<file path="config.mk">
export PLATFORM = sky130hd
export DESIGN_NAME = arf062b064e1r1w0cbbehsaa4acw_wr_sched
export DESIGN_NICKNAME = d
export VERILOG_FILES = /design/src/rtl/arf062b064e1r1w0cbbehsaa4acw_pkg.sv /design/src/rtl/arf062b064e1r1w0cbbehsaa4acw_rr_arb.sv /design/src/rtl/arf062b064e1r1w0cbbehsaa4acw_wr_sched.sv
export SDC_FILE = /design/constraint.sdc
export NUM_CORES = 1
export LEC_CHECK = 0
export ABC_AREA = 1
export CAP_MARGIN = 10
export CORE_AREA = 2 2 216 218
export CTS_CLUSTER_DIAMETER = 120
export CTS_CLUSTER_SIZE = 40
export DETAILED_ROUTE_END_ITERATION = 8
export DIE_AREA = 0 0 218 220
export PLACE_DENSITY = 0.45
export SLEW_MARGIN = 25
export SYNTH_ARGS = -nofsm -noshare
export SYNTH_HDL_FRONTEND = slang
export SYNTH_SLANG_ARGS = --single-unit
</file>
<file path="constraint.sdc">
create_clock -name clk -period 8.7 [get_ports clk]
set_clock_uncertainty 0.2 [all_clocks]
set_input_delay 0.87 -clock clk [delete_from_list [all_inputs] [get_ports clk]]
set_output_delay 0.87 -clock clk [all_outputs]
set_load 0.05 [all_outputs]
</file>
<file path="src/rtl/arf062b064e1r1w0cbbehsaa4acw_pkg.sv">
// Shared constants and types for the 62x64 1R1W latch register-file write scheduler.
package arf062b064e1r1w0cbbehsaa4acw_pkg;

   localparam int DEPTH  = 62;
   localparam int DWIDTH = 64;
   localparam int AWIDTH = 6;

   // One bit wider than an address so the legality compare never wraps.
   localparam logic [AWIDTH:0] DEPTH_LIM = (AWIDTH+1)'(DEPTH);

   // Winner held between grant and latch issue.
   typedef struct packed {
      logic              vld;
      logic [AWIDTH-1:0] addr;
      logic [DWIDTH-1:0] data;
   } wr_stage_t;

   // True when the address names a physical entry.
   function automatic logic addr_legal(input logic [AWIDTH-1:0] a);
      return ({1'b0, a} < DEPTH_LIM);
   endfunction

endpackage

</file>
<file path="src/rtl/arf062b064e1r1w0cbbehsaa4acw_rr_arb.sv">
// NREQ-wide round-robin arbiter. Grant is combinational from req and the
// pointer; the pointer advances past the winner and holds otherwise.
module arf062b064e1r1w0cbbehsaa4acw_rr_arb #(
   parameter int NREQ = 4
) (
   input  logic            clk,
   input  logic            rst_n,
   input  logic [NREQ-1:0] req,
   input  logic            hold,
   output logic [NREQ-1:0] gnt
);

   localparam int PW = $clog2(NREQ);

   logic [PW-1:0] ptr_q;
   logic [PW-1:0] ptr_d;
   logic [PW-1:0] win;
   logic [PW-1:0] idx;
   logic [PW:0]   sum;
   logic          found;

   // Search from ptr upward with wrap; no grant while held or in reset.
   always_comb begin
      gnt   = '0;
      found = 1'b0;
      win   = '0;
      idx   = '0;
      sum   = '0;
      if (!hold && rst_n) begin
         for (int i = 0; i < NREQ; i++) begin
            sum = {1'b0, ptr_q} + (PW+1)'(i);
            if (sum >= (PW+1)'(NREQ)) begin
               sum = sum - (PW+1)'(NREQ);
            end
            idx = sum[PW-1:0];
            if (!found && req[idx]) begin
               found    = 1'b1;
               gnt[idx] = 1'b1;
               win      = idx;
            end
         end
      end
      ptr_d = ptr_q;
      if (found) begin
         ptr_d = (win == PW'(NREQ-1)) ? '0 : win + PW'(1);
      end
   end

   // Pointer register.
   always_ff @(posedge clk or negedge rst_n) begin
      if (!rst_n) begin
         ptr_q <= '0;
      end else begin
         ptr_q <= ptr_d;
      end
   end

endmodule

</file>
<file path="src/rtl/arf062b064e1r1w0cbbehsaa4acw_wr_sched.sv">
// Write-port scheduler for the 62x64 1R1W latch register file.
// Arbitrates NREQ writers, stages the winner for one cycle, then drives the
// active-low per-entry latch enables and shared latch data bus.
// Optional read write-through: define ARF062B064E1R1W0CBBEHSAA4ACW_RD_BYPASS_EN.
module arf062b064e1r1w0cbbehsaa4acw_wr_sched
   import arf062b064e1r1w0cbbehsaa4acw_pkg::*;
#(
   parameter int NREQ = 4
) (
   input  logic                   clk,
   input  logic                   rst_n,
   input  logic [NREQ-1:0]        req_valid,
   input  logic [NREQ*AWIDTH-1:0] req_addr,
   input  logic [NREQ*DWIDTH-1:0] req_data,
   output logic [NREQ-1:0]        req_ready,
   input  logic                   stall,
   output logic [DEPTH-1:0]       lat_en_b,
   output logic [DWIDTH-1:0]      lat_d,
   input  logic [AWIDTH-1:0]      rd_addr,
   input  logic [DWIDTH-1:0]      rd_arr_data,
   output logic [DWIDTH-1:0]      rd_data,
   output logic                   addr_err,
   input  logic                   err_clr
);

   logic [NREQ-1:0]   gnt;
   logic              any_gnt;
   logic [AWIDTH-1:0] win_addr;
   logic [DWIDTH-1:0] win_data;

   wr_stage_t         stage_q;
   wr_stage_t         stage_d;
   logic [DEPTH-1:0]  lat_en_b_q;
   logic [DEPTH-1:0]  lat_en_b_d;
   logic              addr_err_q;
   logic              addr_err_d;

   arf062b064e1r1w0cbbehsaa4acw_rr_arb #(
      .NREQ (NREQ)
   ) u_arb (
      .clk   (clk),
      .rst_n (rst_n),
      .req   (req_valid),
      .hold  (stall),
      .gnt   (gnt)
   );

   assign req_ready = gnt;

   // One-hot grant selects the winning address and data.
   always_comb begin
      any_gnt  = 1'b0;
      win_addr = '0;
      win_data = '0;
      for (int i = 0; i < NREQ; i++) begin
         if (gnt[i]) begin
            any_gnt  = 1'b1;
            win_addr = win_addr | req_addr[i*AWIDTH +: AWIDTH];
            win_data = win_data | req_data[i*DWIDTH +: DWIDTH];
         end
      end
   end

   // Stage update: freeze on stall, load on grant, otherwise empty out.
   // Address/data are kept when emptying so the data bus does not toggle.
   always_comb begin
      stage_d = stage_q;
      if (!stall) begin
         if (any_gnt) begin
            stage_d.vld  = 1'b1;
            stage_d.addr = win_addr;
            stage_d.data = win_data;
         end else begin
            stage_d.vld  = 1'b0;
         end
      end
   end

   // Decode the next stage into latch enables so they are ready as a flop
   // output for the issue cycle; illegal addresses open nothing.
   always_comb begin
      lat_en_b_d = '1;
      if (stage_d.vld && addr_legal(stage_d.addr)) begin
         lat_en_b_d[stage_d.addr] = 1'b0;
      end
   end

   // Sticky illegal-address flag; a new error beats a simultaneous clear.
   always_comb begin
      addr_err_d = (addr_err_q && !err_clr) || (any_gnt && !addr_legal(win_addr));
   end

   // Stage, latch-enable and error registers; reset closes every latch at once.
   always_ff @(posedge clk or negedge rst_n) begin
      if (!rst_n) begin
         stage_q    <= '0;
         lat_en_b_q <= '1;
         addr_err_q <= 1'b0;
      end else begin
         stage_q    <= stage_d;
         lat_en_b_q <= lat_en_b_d;
         addr_err_q <= addr_err_d;
      end
   end

   // Stall must close the latches within the cycle it is raised, so it is
   // ORed onto the registered enables rather than waiting an edge.
   assign lat_en_b = lat_en_b_q | {DEPTH{stall}};
   assign lat_d    = stage_q.data;
   assign addr_err = addr_err_q;

`ifdef ARF062B064E1R1W0CBBEHSAA4ACW_RD_BYPASS_EN
   // Write-through covers the window where the entry latch is open.
   always_comb begin
      rd_data = rd_arr_data;
      if (stage_q.vld && (rd_addr == stage_q.addr)) begin
         rd_data = stage_q.data;
      end
   end
`else
   logic unused_rd_addr;
   assign unused_rd_addr = ^rd_addr;

   // No forwarding: a same-cycle read sees the old array contents.
   always_comb begin
      rd_data = rd_arr_data;
   end
`endif

endmodule

</file>
==> out/metrics.json, run 1 <==
{
  "outcome": {
    "outcome": "finished clean"
  },
  "worst_hold_path": {
    "worstHoldPathType": "in2async"
  },
  "synthesis": {
    "synth.lib_cells_used.distinct": 31,
    "yosys_warnings": 0,
    "synth.cell_area_mm2": 0.00837,
    "syn-mean-instance-area_um2": 7.83,
    "syn-instance-count": 1069,
    "syn-num-nets": 1434,
    "seq_area_frac_synth_pct": 41.6,
    "ys_seq_elements": 136
  },
  "routing": {
    "wirelength_um": 37600,
    "route.vias.total": 7820,
    "wl_per_cell_um": 19.2,
    "drtAntennaViolNets": 0,
    "detail_route.drc_violations": 0,
    "drt_first_pass_iters": 4,
    "first_iter_violations": 288,
    "route.detailed.vias_per_inst": 3.99
  },
  "floorplanning": {
    "core_area_mm2": 0.0459,
    "floorplan.die.width_um": 218,
    "floorplan.die_area_mm2": 0.0480,
    "die-height_um": 220,
    "top_level_ports": 553,
    "row_count": 79,
    "initial_utilization_pct": 18.2
  },
  "grt": {
    "grt_overflow": 0,
    "grt_pass1_wl_um": 52900,
    "vias_in_the_first_global_route": 7829,
    "grt_use_total_pct": 15.3,
    "maximum_number_of_pins_on_one_net_before_global_route_repair": 67,
    "grt_antenna_before_repair": 3
  },
  "layout": {
    "post-route-cell-area_mm2": 0.0128,
    "area.growth.synth_to_final_pct": 53.3,
    "final_common_cell": "sky130_fd_sc_hd__clkdlybuf4s50_1",
    "regArea_mm2": 0.00348,
    "total_nets_final": 1703,
    "drive_gt1_share_pct": 16.9,
    "count_of_fill_cells_added_during_filler_insertion": 5011,
    "multi_input_comb_area_mm2": 0.00360,
    "most-common-layout-cells": "sky130_fd_sc_hd__clkdlybuf4s50_1, sky130_fd_sc_hd__nand2_1, sky130_fd_sc_hd__nor2_1, sky130_fd_sc_hd__dfrtp_1, sky130_fd_sc_hd__a221oi_1",
    "utilization_of_the_core_after_routing_pct": 28.0
  },
  "timing": {
    "finalSetupViolations": 0,
    "worstMarginPinSlew_ns": 0.987,
    "relSlewSlack_pct": 34.2,
    "total_negative_slack_ns": 0,
    "pins_over_slew_limit": 0,
    "rsz_0062_raised_after_global_routing": "no",
    "timing.fmax_mhz": 189,
    "timing.final.hold_violations": 0,
    "final_min_period_over_clock_period_pct": 61.0,
    "tmin_final_ns": 5.30
  },
  "clock_tree": {
    "cts_root_cell": "sky130_fd_sc_hd__clkbuf_16",
    "worst_skew_pair.late_latency_ns": 0.44,
    "clock_buffer_count_from_cts": 17,
    "cts_hold_buf": 0,
    "cts.clk_slew.worst_paths_ns": 0.07,
    "cts.path.max_buffers": 2,
    "cts_tree": "done",
    "postCtsSetupBuffers": 0,
    "depth_of_the_cts_h_tree": 4,
    "num_clock_sinks": 136,
    "cts_repair_resize_count": 0
  },
  "setup_path": {
    "critPathMaxFanout": 66,
    "critPathArrivalTime_ns": 4.23,
    "setup.worst_path.class": "reg2out",
    "end_kind": "output pin",
    "critPathRequiredTime_ns": 7.63,
    "cp-start-kind": "flip-flop"
  },
  "placement": {
    "placedInstanceArea_mm2": 0.0122,
    "gp_congestion": 0.802,
    "portBuffers": 418,
    "dp_hpwl_um": 28700
  },
  "power_and_ir_drop": {
    "cellPowerDensity_mw_per_mm2": 329,
    "power.leakage_nw": 5.40,
    "design_power_total_mw": 4.22,
    "vdd.ir_drop.worst_uv": 189
  },
  "flow_run": {
    "cap_viol_max_count": 0
  }
}
## cell usage after synthesis, drive strengths merged
cell / count / area [µm²]
o21ai: 3 / 15.0
o211ai: 1 / 7.51
a21boi: 4 / 33.8
or2: 62 / 388
nand2: 454 / 1800
a21oi: 4 / 31.3
xor2: 1 / 8.76
nor2: 81 / 348
dfstp: 62 / 1630
a221oi: 64 / 561
clkbuf: 34 / 128
buf: 144 / 1070
nand3: 44 / 278
nand4: 5 / 31.3
o22ai: 1 / 6.26
dfrtp: 74 / 1850
inv: 24 / 90.1
ha: 7 / 87.6
## flip-flops by register name, summed over array words and instances (netlist names)
signal / count
addr_err: 1
lat_d: 64
lat_en_b_q: 62
stage_q: 7
u_arb.ptr_q: 2
## critical path: stages (launching register included)
cell,delay [ns]
sky130_fd_sc_hd__dfrtp_1,0.51
sky130_fd_sc_hd__inv_1,0.23
sky130_fd_sc_hd__ha_1,0.39
sky130_fd_sc_hd__inv_1,0.13
sky130_fd_sc_hd__nand3_1,0.10
sky130_fd_sc_hd__nand2_2,0.10
sky130_fd_sc_hd__nand3_1,0.11
sky130_fd_sc_hd__nor2_2,0.19
sky130_fd_sc_hd__nand2_1,0.09
sky130_fd_sc_hd__nand3_2,0.16
sky130_fd_sc_hd__nand2_1,0.10
sky130_fd_sc_hd__inv_2,0.06
sky130_fd_sc_hd__buf_4,0.66
sky130_fd_sc_hd__clkdlybuf4s50_1,0.95
## power breakdown
group / leakage [nW] / switching [mW] / internal, mW / total (mW)
clock network: 0.312 / 0.318 / 0.466 / 0.785
registers: 1.57 / 0.0993 / 0.848 / 0.947
logic: 3.52 / 1.73 / 0.765 / 2.49
## layout make-up
class                      count  share of cell area, %
antenna                        3                 0.0585
sequential                   136                   27.1
tap                          607                   5.92
multi-input combinational    731                   28.1
clock buffer                  20                   3.81
timing repair buffer         428                   33.3
inverter                      24                  0.702
clock inverter                12                   1.02
## per-layer routing
metal	routed length (µm)	global-route usage [%]
met5	23	0
met4	914	5.60
met3	2240	3.92
met2	18900	27.0
met1	15500	17.9
## metrics by stage
step	hold slack, ns	std cells	setup slack, ns
2_1_floorplan	0.245	1069	4.99
3_5_place_dp	0.264	1926	3.58
5_1_grt	0.112	1959	3.03
6_report	0.111	1961	3.40
3_3_place_gp	0.259	1925	3.59
4_1_cts	0.0884	1958	3.29
## final timing paths
kind	startpoint	end	slack (ns)	depth (start not counted)
max	u_arb.ptr_q[1]$_DFFE_PN0P_	req_ready[3]	3.40	13
min	rst_n	lat_d[61]$_DFFE_PN0P_	0.11	1
max reg2reg	u_arb.ptr_q[1]$_DFFE_PN0P_	lat_en_b_q[17]$_DFF_PN1_	4.22	20
min reg2reg	stage_q[70]$_DFF_PN0_	stage_q[70]$_DFF_PN0_	0.28	2
max in group asynchronous	rst_n	stage_q[66]$_DFF_PN0_	7.11	2
min in group clk	stage_q[70]$_DFF_PN0_	stage_q[70]$_DFF_PN0_	0.28	2
## cell families (layout without fill, tap and decap cells)
logic type	after synthesis	count (layout)	synth area share, %
xor gates and xnor gates	1	1	0.105
and+or+nand+nor	646	646	34.0
adders and majority gates	7	7	1.05
buffers and inverters	202	484	15.4
AOI/OAI and AO/OA	77	77	7.82
other	0	3	0
DFF	136	136	41.6
(Power assumes the default switching activity.)
==> run 2: changes to the inputs <==
- PLACE_DENSITY: 0.45 -> 0.46
- clock period: 8.7 -> 4.4 ns (I/O delays scaled with it)
==> run 2 against run 1 <==
Net effect: sequential power rose by 100%; critical path type unchanged; die area did not move; first-iteration DRC count rose by 11%; clock power rose by 87%; setup slack got worse by 3.0 ns.
==> out/metrics.json, run 2 (synthesized netlist as in run 1, its figures left out) <==
{
  "outcome": {
    "outcome": {"value": "finished clean", "change": "unchanged"}
  },
  "floorplanning": {
    "die-height": {"value": 220, "unit": "µm", "change": "unchanged"},
    "initial_utilization": {"value": 18.2, "unit": "%", "change": "unchanged"},
    "floorplan.die_area": {"value": 0.0480, "unit": "mm²", "change": "unchanged"},
    "floorplan.die.width": {"value": 218, "unit": "µm", "change": "unchanged"},
    "top_level_ports": {"value": 553, "change": "unchanged"},
    "core_area": {"value": 0.0459, "unit": "mm²", "change": "unchanged"},
    "row_count": {"value": 79, "change": "unchanged"}
  },
  "placement": {
    "portBuffers": {"value": 418, "change": "unchanged"},
    "placedInstanceArea": {"value": 0.0123, "unit": "mm²", "change": "was 0.0122 mm²"},
    "dp_hpwl": {"value": 30000, "unit": "µm", "change": "was 28700 µm"},
    "gp_congestion": {"value": 0.777, "change": "was 0.802"}
  },
  "setup_path": {
    "setup.worst_path.class": {"value": "reg2out", "change": "unchanged"},
    "path_buf_inv": {"value": 6, "change": "was 5"},
    "end_kind": {"value": "output pin", "change": "unchanged"},
    "kind_of_cell_with_the_highest_combined_delay_on_the_critical_path": {"value": "buffers and inverters", "change": "unchanged"},
    "rr_startpoint": {"value": "u_arb.ptr_q[1]$_DFFE_PN0P_", "change": "unchanged"},
    "cp-start-kind": {"value": "flip-flop", "change": "unchanged"},
    "worst_path_largest_cell_delay": {"value": 0.47, "unit": "ns", "change": "was 0.95 ns"},
    "critPathArrivalTime": {"value": 3.37, "unit": "ns", "change": "was 4.23 ns"},
    "critPathRequiredTime": {"value": 3.76, "unit": "ns", "change": "was 7.63 ns"},
    "crit_slowest_cell": {"value": "sky130_fd_sc_hd__dfrtp_2", "change": "was sky130_fd_sc_hd__clkdlybuf4s50_1"},
    "cp_startpoint": {"value": "u_arb.ptr_q[1]$_DFFE_PN0P_", "change": "unchanged"},
    "critical_path.cell_chain": {"value": "inv_1 > ha_1 > inv_1 > nand3_1 > nand2_2 > nand3_1 > nor2_2 > nand2_1 > nand3_2 > nand2_1 > inv_2 > buf_4 > buf_6 > buf_12", "change": "was inv_1 > ha_1 > inv_1 > nand3_1 > nand2_2 > nand3_1 > nor2_2 > nand2_1 > nand3_2 > nand2_1 > inv_2 > buf_4 > clkdlybuf4s50_1"},
    "critPathMaxFanout": {"value": 20, "change": "was 66"}
  },
  "clock_tree": {
    "postCtsSetupBuffers": {"value": 0, "change": "unchanged"},
    "cts.path.max_buffers": {"value": 2, "change": "unchanged"},
    "worst_skew_pair.late_latency": {"value": 0.44, "unit": "ns", "change": "about the same"},
    "clock_buffer_count_from_cts": {"value": 17, "change": "unchanged"},
    "cts_root_cell": {"value": "sky130_fd_sc_hd__clkbuf_16", "change": "unchanged"},
    "cts.clk_slew.worst_paths": {"value": 0.07, "unit": "ns", "change": "about the same"},
    "cts_tree": {"value": "done", "change": "unchanged"},
    "num_clock_sinks": {"value": 136, "change": "unchanged"},
    "depth_of_the_cts_h_tree": {"value": 4, "change": "unchanged"}
  },
  "worst_hold_path": {
    "worstHoldPathType": {"value": "reg2reg", "change": "was in2async"},
    "min_from": "lat_d[47]$_DFFE_PN0P_"
  },
  "grt": {
    "vias_in_the_first_global_route": {"value": 8069, "change": "was 7829"},
    "grt_overflow": {"value": 0, "change": "unchanged"},
    "grt_antenna_before_repair": {"value": 13, "change": "was 3"},
    "maximum_number_of_pins_on_one_net_before_global_route_repair": {"value": 66, "change": "was 67"},
    "grt_use_total": {"value": 15.8, "unit": "%", "change": "was 15.3%"},
    "grt_pass1_wl": {"value": 54600, "unit": "µm", "change": "was 52900 µm"}
  },
  "layout": {
    "area.growth.synth_to_final": {"value": 55.0, "unit": "%", "change": "was 53.3%"},
    "largest_register_ffs": {"value": 64, "change": "unchanged"},
    "drive_gt1_share": {"value": 17.7, "unit": "%", "change": "was 16.9%"},
    "count_of_fill_cells_added_during_filler_insertion": {"value": 5008, "change": "was 5011"},
    "final_common_cell": {"value": "sky130_fd_sc_hd__nand2_1", "change": "was sky130_fd_sc_hd__clkdlybuf4s50_1"},
    "multi_input_comb_area": {"value": 0.00360, "unit": "mm²", "change": "unchanged"},
    "most-common-layout-cells": {"value": "sky130_fd_sc_hd__nand2_1, sky130_fd_sc_hd__clkdlybuf4s50_1, sky130_fd_sc_hd__nor2_1", "change": "was sky130_fd_sc_hd__clkdlybuf4s50_1, sky130_fd_sc_hd__nand2_1, sky130_fd_sc_hd__nor2_1, sky130_fd_sc_hd__dfrtp_1, sky130_fd_sc_hd__a221oi_1"},
    "regArea": {"value": 0.00348, "unit": "mm²", "change": "about the same"},
    "total_nets_final": {"value": 1711, "change": "was 1703"},
    "utilization_of_the_core_after_routing": {"value": 28.3, "unit": "%", "change": "was 28.0%"},
    "post-route-cell-area": {"value": 0.0130, "unit": "mm²", "change": "was 0.0128 mm²"}
  },
  "power_and_ir_drop": {
    "vdd.ir_drop.worst": {"value": 273, "unit": "µV", "change": "was 189 µV"},
    "cellPowerDensity": {"value": 649, "unit": "mW/mm²", "change": "was 329 mW/mm²"},
    "power.leakage": {"value": 5.44, "unit": "nW", "change": "was 5.40 nW"}
  },
  "timing": {
    "finalSetupViolations": {"value": 0, "change": "unchanged"},
    "rsz_0062_raised_after_global_routing": {"value": "no", "change": "unchanged"},
    "timing.fmax_mhz": 249,
    "tmin_final_ns": 4.01,
    "final_min_period_over_clock_period_pct": 91.1,
    "pins_over_slew_limit": {"value": 0, "change": "unchanged"},
    "fin_worst_hold_slack": {"value": 0.277, "unit": "ns", "change": "was 0.111 ns"},
    "relSlewSlack": {"value": 39.0, "unit": "%", "change": "was 34.2%"},
    "worstMarginPinSlew": {"value": 0.914, "unit": "ns", "change": "was 0.987 ns"},
    "timing.final.hold_violations": {"value": 0, "change": "unchanged"},
    "total_negative_slack": {"value": 0, "unit": "ns", "change": "unchanged"}
  },
  "routing": {
    "detail_route.drc_violations": {"value": 0, "change": "unchanged"},
    "wl_per_cell": {"value": 19.6, "unit": "µm", "change": "was 19.2 µm"},
    "drt_first_pass_iters": {"value": 4, "change": "unchanged"},
    "route.detailed.vias_per_inst": {"value": 4.04, "change": "was 3.99"},
    "wirelength": {"value": 38600, "unit": "µm", "change": "was 37600 µm"},
    "route.vias.total": {"value": 7961, "change": "was 7820"},
    "first_iter_violations": {"value": 321, "change": "was 288"},
    "drtAntennaViolNets": {"value": 0, "change": "unchanged"}
  },
  "flow_run": {
    "cap_viol_max_count": {"value": 0, "change": "unchanged"}
  }
}
## run 2: cell count changes in the layout (fill, tap and decap cells not counted), sizes merged
cell	before	now
clkinvlp	0	2
inv	29	31
clkdlybuf4s50	417	413
clkinv	5	3
dlygate4sd3	0	1
bufinv	2	0
buf	11	22
diode	3	5
## run 2: routing by layer
metal	global-route usage (%)	up-vias	routed length, µm
met5	0	-	59
met4	8.07	10	1490
met2	25.6	279	18200
met3	4.94	99	2680
li1	-	3859	-
met1	18.8	3714	16200
## run 2: final timing paths
kind	to	slack [ns]	depth (start not counted)
worst min-delay path	lat_d[47]$_DFFE_PN0P_	0.28	2
min in group asynchronous	lat_d[59]$_DFFE_PN0P_	0.48	3
worst max-delay path	req_ready[2]	0.39	14
max in group asynchronous	lat_d[35]$_DFFE_PN0P_	2.35	4
worst max register to register	lat_en_b_q[33]$_DFF_PN1_	0.71	19
worst min register to register	lat_d[47]$_DFFE_PN0P_	0.28	2
## run 2: metrics by stage
stage	setup WS (ns)	total power, mW	std cells
3_3_place_gp	0.588	7.02	1933
5_1_grt	0.0144	9.02	1971
3_5_place_dp	0.599	7.04	1933
4_1_cts	0.114	8.58	1966
6_report	0.390	8.42	1971
2_1_floorplan	1.12	5.71	1069
## run 2: worst reg2reg max path, delay by kind of cell (launching register included)
kind / cells / cell delay, ns
flops: 1 / 0.47
buf+inv: 3 / 0.62
fa+ha+maj: 1 / 0.34
simple gates: 15 / 1.98
## run 2: repair_timing
item                       4_1_cts  5_1_grt
hold buffers                     1        0
gates resized for setup          0        3
hold endpoints to repair         1        0
setup endpoints to repair        0        1
## run 2: power breakdown
group          switching (mW)  leakage, nW  internal, mW
clock                   0.651        0.290         0.822
sequential              0.207         1.57          1.68
combinational            3.46         3.59          1.60
## run 2: cell type report
type | instances | share of cell area (%)
Timing Repair Buffer | 436 | 34.2
Sequential cell | 136 | 26.9
Clock buffer | 20 | 3.77
Tap cell | 607 | 5.86
Antenna cell | 5 | 0.0965
Multi-Input combinational cell | 731 | 27.8
Clock inverter | 12 | 0.801
Inverter | 24 | 0.695
